==> config.mk <==
export PLATFORM = sky130hd
export DESIGN_NAME = parallel_crc
export DESIGN_NICKNAME = d
export VERILOG_FILES = /design/src/rtl/crc_pkg.sv /design/src/rtl/crc_comb_core.sv /design/src/rtl/parallel_crc.sv
export SDC_FILE = /design/constraint.sdc
export NUM_CORES = 1
export LEC_CHECK = 0
export BUFFER_PORTS_ARGS = -buffer_cell sky130_fd_sc_hd__buf_2
export CAP_MARGIN = 20
export CORE_ASPECT_RATIO = 1.5
export CORE_MARGIN = 2
export CORE_UTILIZATION = 49
export CTS_BUF_LIST = sky130_fd_sc_hd__clkbuf_2 sky130_fd_sc_hd__clkbuf_4 sky130_fd_sc_hd__clkbuf_8
export CTS_CLUSTER_DIAMETER = 200
export CTS_CLUSTER_SIZE = 28
export DETAILED_ROUTE_END_ITERATION = 10
export HOLD_SLACK_MARGIN = 0.1
export PLACE_DENSITY = 0.86
export SLEW_MARGIN = 20
export SYNTH_ARGS = -nofsm -noshare
export SYNTH_HDL_FRONTEND = slang
export SYNTH_HIERARCHICAL = 1
export SYNTH_SLANG_ARGS = --single-unit
==> constraint.sdc <==
create_clock -name clk -period 1.4 [get_ports clk]
set_input_delay 0.14 -clock clk [delete_from_list [all_inputs] [get_ports clk]]
set_output_delay 0.14 -clock clk [all_outputs]
set_load 0.05 [all_outputs]
==> src/rtl/crc_pkg.sv <==
// Shared types and CRC helper functions for the parallel CRC block.
// The functions work on maximum-width containers so that one definition
// serves every elaboration of the block; callers pass the real widths.
package crc_pkg;

  localparam int MAX_POLY_WIDTH = 64;
  localparam int MAX_DATA_WIDTH = 512;

  typedef logic [MAX_POLY_WIDTH-1:0] crc_word_t;
  typedef logic [MAX_DATA_WIDTH-1:0] data_word_t;

  // Bit-reverse every complete byte inside the low 'width' bits.
  function automatic data_word_t reflect_bytes(input data_word_t data, input int width);
    data_word_t r;
    r = data;
    for (int b = 0; b < MAX_DATA_WIDTH / 8; b++) begin
      if ((b * 8 + 8) <= width) begin
        for (int j = 0; j < 8; j++) begin
          r[b*8+j] = data[b*8+7-j];
        end
      end
    end
    return r;
  endfunction

  // Bit-reverse the low 'width' bits; bits above 'width' come back as zero.
  function automatic crc_word_t reflect_bits(input crc_word_t value, input int width);
    crc_word_t r;
    r = '0;
    for (int i = 0; i < MAX_POLY_WIDTH; i++) begin
      if (i < width) begin
        r[i] = value[width-1-i];
      end
    end
    return r;
  endfunction

  // Unrolled MSB-first CRC over the low 'data_width' bits of data,
  // starting from init; every step is truncated to poly_width bits.
  function automatic crc_word_t crc_word(input data_word_t data, input int data_width,
                                         input crc_word_t poly, input crc_word_t init,
                                         input int poly_width);
    crc_word_t mask;
    crc_word_t c;
    logic      fb;
    if (poly_width >= MAX_POLY_WIDTH) begin
      mask = '1;
    end else begin
      mask = (crc_word_t'(1) << poly_width) - crc_word_t'(1);
    end
    c = init & mask;
    for (int i = MAX_DATA_WIDTH - 1; i >= 0; i--) begin
      if (i < data_width) begin
        fb = c[poly_width-1] ^ data[i];
        c  = (c << 1) & mask;
        if (fb) begin
          c = c ^ (poly & mask);
        end
      end
    end
    return c;
  endfunction

endpackage

==> src/rtl/crc_comb_core.sv <==
// Purely combinational CRC of one word: input byte reflection, the
// unrolled XOR network, output reflection and the final XOR.
module crc_comb_core
  import crc_pkg::*;
#(
  parameter int unsigned            POLY_WIDTH = 32,
  parameter logic [POLY_WIDTH-1:0]  POLY       = 32'h04C11DB7,
  parameter logic [POLY_WIDTH-1:0]  INIT       = 32'hFFFFFFFF,
  parameter bit                     REFLECT    = 1'b1,
  parameter logic [POLY_WIDTH-1:0]  XOR_OUT    = 32'hFFFFFFFF,
  parameter int unsigned            DATA_WIDTH = 8
) (
  input  logic [DATA_WIDTH-1:0] data,
  output logic [POLY_WIDTH-1:0] crc
);

  localparam int        PW       = int'(POLY_WIDTH);
  localparam int        DW       = int'(DATA_WIDTH);
  localparam crc_word_t POLY_EXT = crc_word_t'(POLY);
  localparam crc_word_t INIT_EXT = crc_word_t'(INIT);
  localparam crc_word_t XOR_EXT  = crc_word_t'(XOR_OUT);

  // Whole word in one expression so no wide intermediate is left half-used.
  assign crc = POLY_WIDTH'(XOR_EXT ^
                 (REFLECT
                    ? reflect_bits(crc_word(reflect_bytes(data_word_t'(data), DW),
                                            DW, POLY_EXT, INIT_EXT, PW), PW)
                    : crc_word(data_word_t'(data), DW, POLY_EXT, INIT_EXT, PW)));

endmodule

==> src/rtl/parallel_crc.sv <==
// Single-cycle parallel CRC: combinational core plus registered result
// and a one-cycle valid pulse. Each word is checksummed independently.
module parallel_crc
  import crc_pkg::*;
#(
  parameter int unsigned            POLY_WIDTH = 32,
  parameter logic [POLY_WIDTH-1:0]  POLY       = 32'h04C11DB7,
  parameter logic [POLY_WIDTH-1:0]  INIT       = 32'hFFFFFFFF,
  parameter bit                     REFLECT    = 1'b1,
  parameter logic [POLY_WIDTH-1:0]  XOR_OUT    = 32'hFFFFFFFF,
  parameter int unsigned            DATA_WIDTH = 8
) (
  input  logic                  clk,
  input  logic                  rst,
  input  logic [DATA_WIDTH-1:0] data_i,
  input  logic                  data_valid_i,
  output logic [POLY_WIDTH-1:0] crc_o,
  output logic                  crc_valid_o
);

  logic [POLY_WIDTH-1:0] crc_next;

  // Reject parameter sets the datapath cannot honour.
  if (POLY_WIDTH < 3 || POLY_WIDTH > MAX_POLY_WIDTH) begin : g_bad_poly_width
    $error("parallel_crc: POLY_WIDTH must be within 3..64");
  end
  if (DATA_WIDTH < 1 || DATA_WIDTH > MAX_DATA_WIDTH) begin : g_bad_data_width
    $error("parallel_crc: DATA_WIDTH must be within 1..512");
  end
  if (REFLECT && (DATA_WIDTH % 8 != 0)) begin : g_bad_reflect_width
    $error("parallel_crc: DATA_WIDTH must be a multiple of 8 when REFLECT=1");
  end

  crc_comb_core #(
    .POLY_WIDTH (POLY_WIDTH),
    .POLY       (POLY),
    .INIT       (INIT),
    .REFLECT    (REFLECT),
    .XOR_OUT    (XOR_OUT),
    .DATA_WIDTH (DATA_WIDTH)
  ) u_core (
    .data (data_i),
    .crc  (crc_next)
  );

  // Capture the result only for valid words so idle data never reaches crc_o.
  always_ff @(posedge clk) begin
    if (rst) begin
      crc_o       <= '0;
      crc_valid_o <= 1'b0;
    end else begin
      crc_valid_o <= data_valid_i;
      if (data_valid_i) begin
        crc_o <= crc_next;
      end
    end
  end

endmodule

==> run_results.csv <==
group,metric,value,unit
clock_tree,insertion_delay,0.28,ns
power,p_sw,0.991,mW
layout,layout_commonest_cell,"buf_2",
place,placed_area,2000,um2
global_routing,grt_pass1_vias,1152,
global_routing,grt_pass1_wl,5390,um
timing,finalSetupViolations,0,
flow_run,cap_viol_max_count,0,
synthesis,synth_cells,154,
place,place_ws,-0.0425,ns
clock_tree,cts_resized,0,
power,p_int,1.83,mW
critical_path,arrival,1.26,ns
routing,routed_via_density,4.72,
worst_hold_path,hold_depth,4,
critical_path,ff2ff_setup_slack,0.75,ns
critical_path,r2r_cells,2,
floorplan,start_util,51.5,%
clock_tree,clk_pin_slew,0.07,ns
power,powerDensity,1350,nW/um2
floorplan,core,3420,um2
layout,drive_gt1_share,36.1,%
place,place_hpwl,2330,um
clock_tree,clockRootBuffer,"clkbuf_8",
power,clkPwrFrac,26.1,%
routing,postRouteAntennaNets,0,
clock_tree,cts_tree,"done",
synthesis,yosysSeqAreaShare,37.6,%
layout,fin_util,61.3,%
floorplan,pin_count,44,
timing,period_minus_slack,1.10,ns
timing,tightest_slew,0.588,ns
clock_tree,numCtsBuffers,5,
routing,first_pass_iters,4,
synthesis,syn_area,1760,um2
synthesis,yosysUniqueCellTypes,19,
timing,rsz0062_at_grt,"false",
power,seqPwrFrac,38.4,%
worst_hold_path,min_path_type,"in -> reg",
routing,dr.first_iter.drc_count,25,
clock_tree,cts_setup_buffers,0,
floorplan,die_h,77.4,um
outcome,status,"complete, no violations",
routing,drc,0,
synthesis,synth_edf_count,0,
critical_path,path_max_fanout,3,
synthesis,ys_warn_count,6,
synthesis,synth_area_leaders,"dfxtp_1, mux2i_1, xnor2_1, nor2_1, xnor3_1",
timing,holdWs,0.246,ns
routing,dr_total_vias,1151,
place,place_inst,236,
timing,hold_viol,0,
floorplan,num_rows,26,
layout,instances_no_fill,244,
global_routing,grt_start_max_net_pins,34,
floorplan,die_w,52.9,um
power,power_leakage,1.10,nW
layout,final_cell_mix,"buf_2, dfxtp_1, mux2i_1",
global_routing,gr-total-overflow,0,
synthesis,synth_seq_cells,33,
layout,area.growth.synth_to_final,19.1,%
floorplan,dieArea,4090,um2
timing,slew_headroom,60.8,%
layout,design_area,2090,um2
critical_path,reg2reg_from,"crc_o[4]",
timing,fmaxAchievable,906,MHz
timing,slew_violations,0,
critical_path,startpoint_type,"primary input",
clock_tree,h-tree-depth,2,
timing,timing.setup.tns,0,ns
synthesis,syn-num-nets,165,
critical_path,end_kind,"flip-flop",
worst_hold_path,min_to,"crc_o[9]",
layout,diodes,0,
worst_hold_path,min_from,"data_i[7]",
power,total_power,2.83,mW
routing,drt_wl_total,3170,um
timing,period_share,78.9,%
synthesis,synth_area_leader_cell,"dfxtp_1",
clock_tree,cts_hold_buf,0,
global_routing,grt_antenna_before_repair,0,
power,ir_drop,0.722,mV
timing,layout_setup_ws,0.296,ns
power,switching_share,35.1,%
global_routing,grt_usage,18.1,%
critical_path,crit_required,1.56,ns
synthesis,synthFlopType,"dfxtp_1",
place,io_buffers,43,
synthesis,syn-mean-instance-area,11.4,um2
clock_tree,clock-sinks,33,
routing,wire_per_inst,13.0,um
critical_path,path_class,"in -> reg",
timing,clock-skew-final,0,ns
critical_path,reg2reg_to,"crc_o[4]",
clock_tree,clock_path_buffers,2,
synthesis,yosysTopAreaCellShare,37.6,%
power,comb_power_share,35.5,%
critical_path,startpoint,"data_i[4]",
synthesis,postSynth.asyncResetShare,0,%
layout,fill_cells,302,
place,gp_congestion,0.811,
layout,fin_nets,212,
[flip-flops by register name (all words and copies together) (netlist names)]
register and cells:
crc_o 32, crc_valid_o 1
[area by class of cell]
type | count | area [um2] | share of cell area (%)
well taps | 42 | 52.6 | 2.51
multi-input cells | 101 | 946 | 45.2
inverters | 3 | 11.3 | 0.538
flip-flops and latches | 33 | 661 | 31.5
clock buffers | 8 | 91.3 | 4.36
repair buffers | 57 | 333 | 15.9
[cell families after synthesis]
group	Yosys count	share of synthesized area (%)
multiplexers	32	18.2
AND/OR/NAND/NOR	33	7.47
flip-flops	33	37.6
buffers and inverters	20	8.61
XOR/XNOR	36	28.1
[metal layers]
metal | up-vias | GRT usage (%) | part of all wire [%]
met3 | 7 | 4.62 | 4.6
li1 | 578 | - | -
met1 | 538 | 20.5 | 40
met4 | 0 | 9.49 | 2.8
met5 | - | 0 | 0
met2 | 28 | 30.3 | 52
[critical path: stages]
cell and delay (ns):
buf_2 0.13, xor3_2 0.47, xnor3_1 0.34, mux2i_1 0.13, nor2_1 0.05
[worst max-delay path by stage]
stage / to / cells after the start
final: crc_o[26] / 5
after global routing: crc_o[26] / 5
after detailed placement: crc_o[26] / 5
after floorplan: crc_o[25] / 5
after CTS: crc_o[26] / 5
after global placement: crc_o[26] / 5
[synth_stat cells (2+ instances only)]
cell type,count
buf_12,3
buf_2,10
buf_4,2
dfxtp_1,33
inv_1,3
mux2i_1,32
nor2_1,30
nor2_2,2
xnor2_1,14
xnor2_2,2
xnor3_1,5
xor2_1,8
xor2_2,2
xor3_1,3
[power groups by stage]
| stage | clock (mW) | sequential, mW | combinational [mW] |
|---|---|---|---|
| 4_1_cts | 0.762 | 1.09 | 1.01 |
| 6_report | 0.737 | 1.08 | 1.00 |
| 2_1_floorplan | 0 | 1.44 | 0.479 |
| 5_1_grt | 0.795 | 1.10 | 1.07 |
| 3_3_place_gp | 0 | 1.10 | 0.999 |
| 3_5_place_dp | 0 | 1.10 | 1.01 |
(Power assumes the default switching activity.)
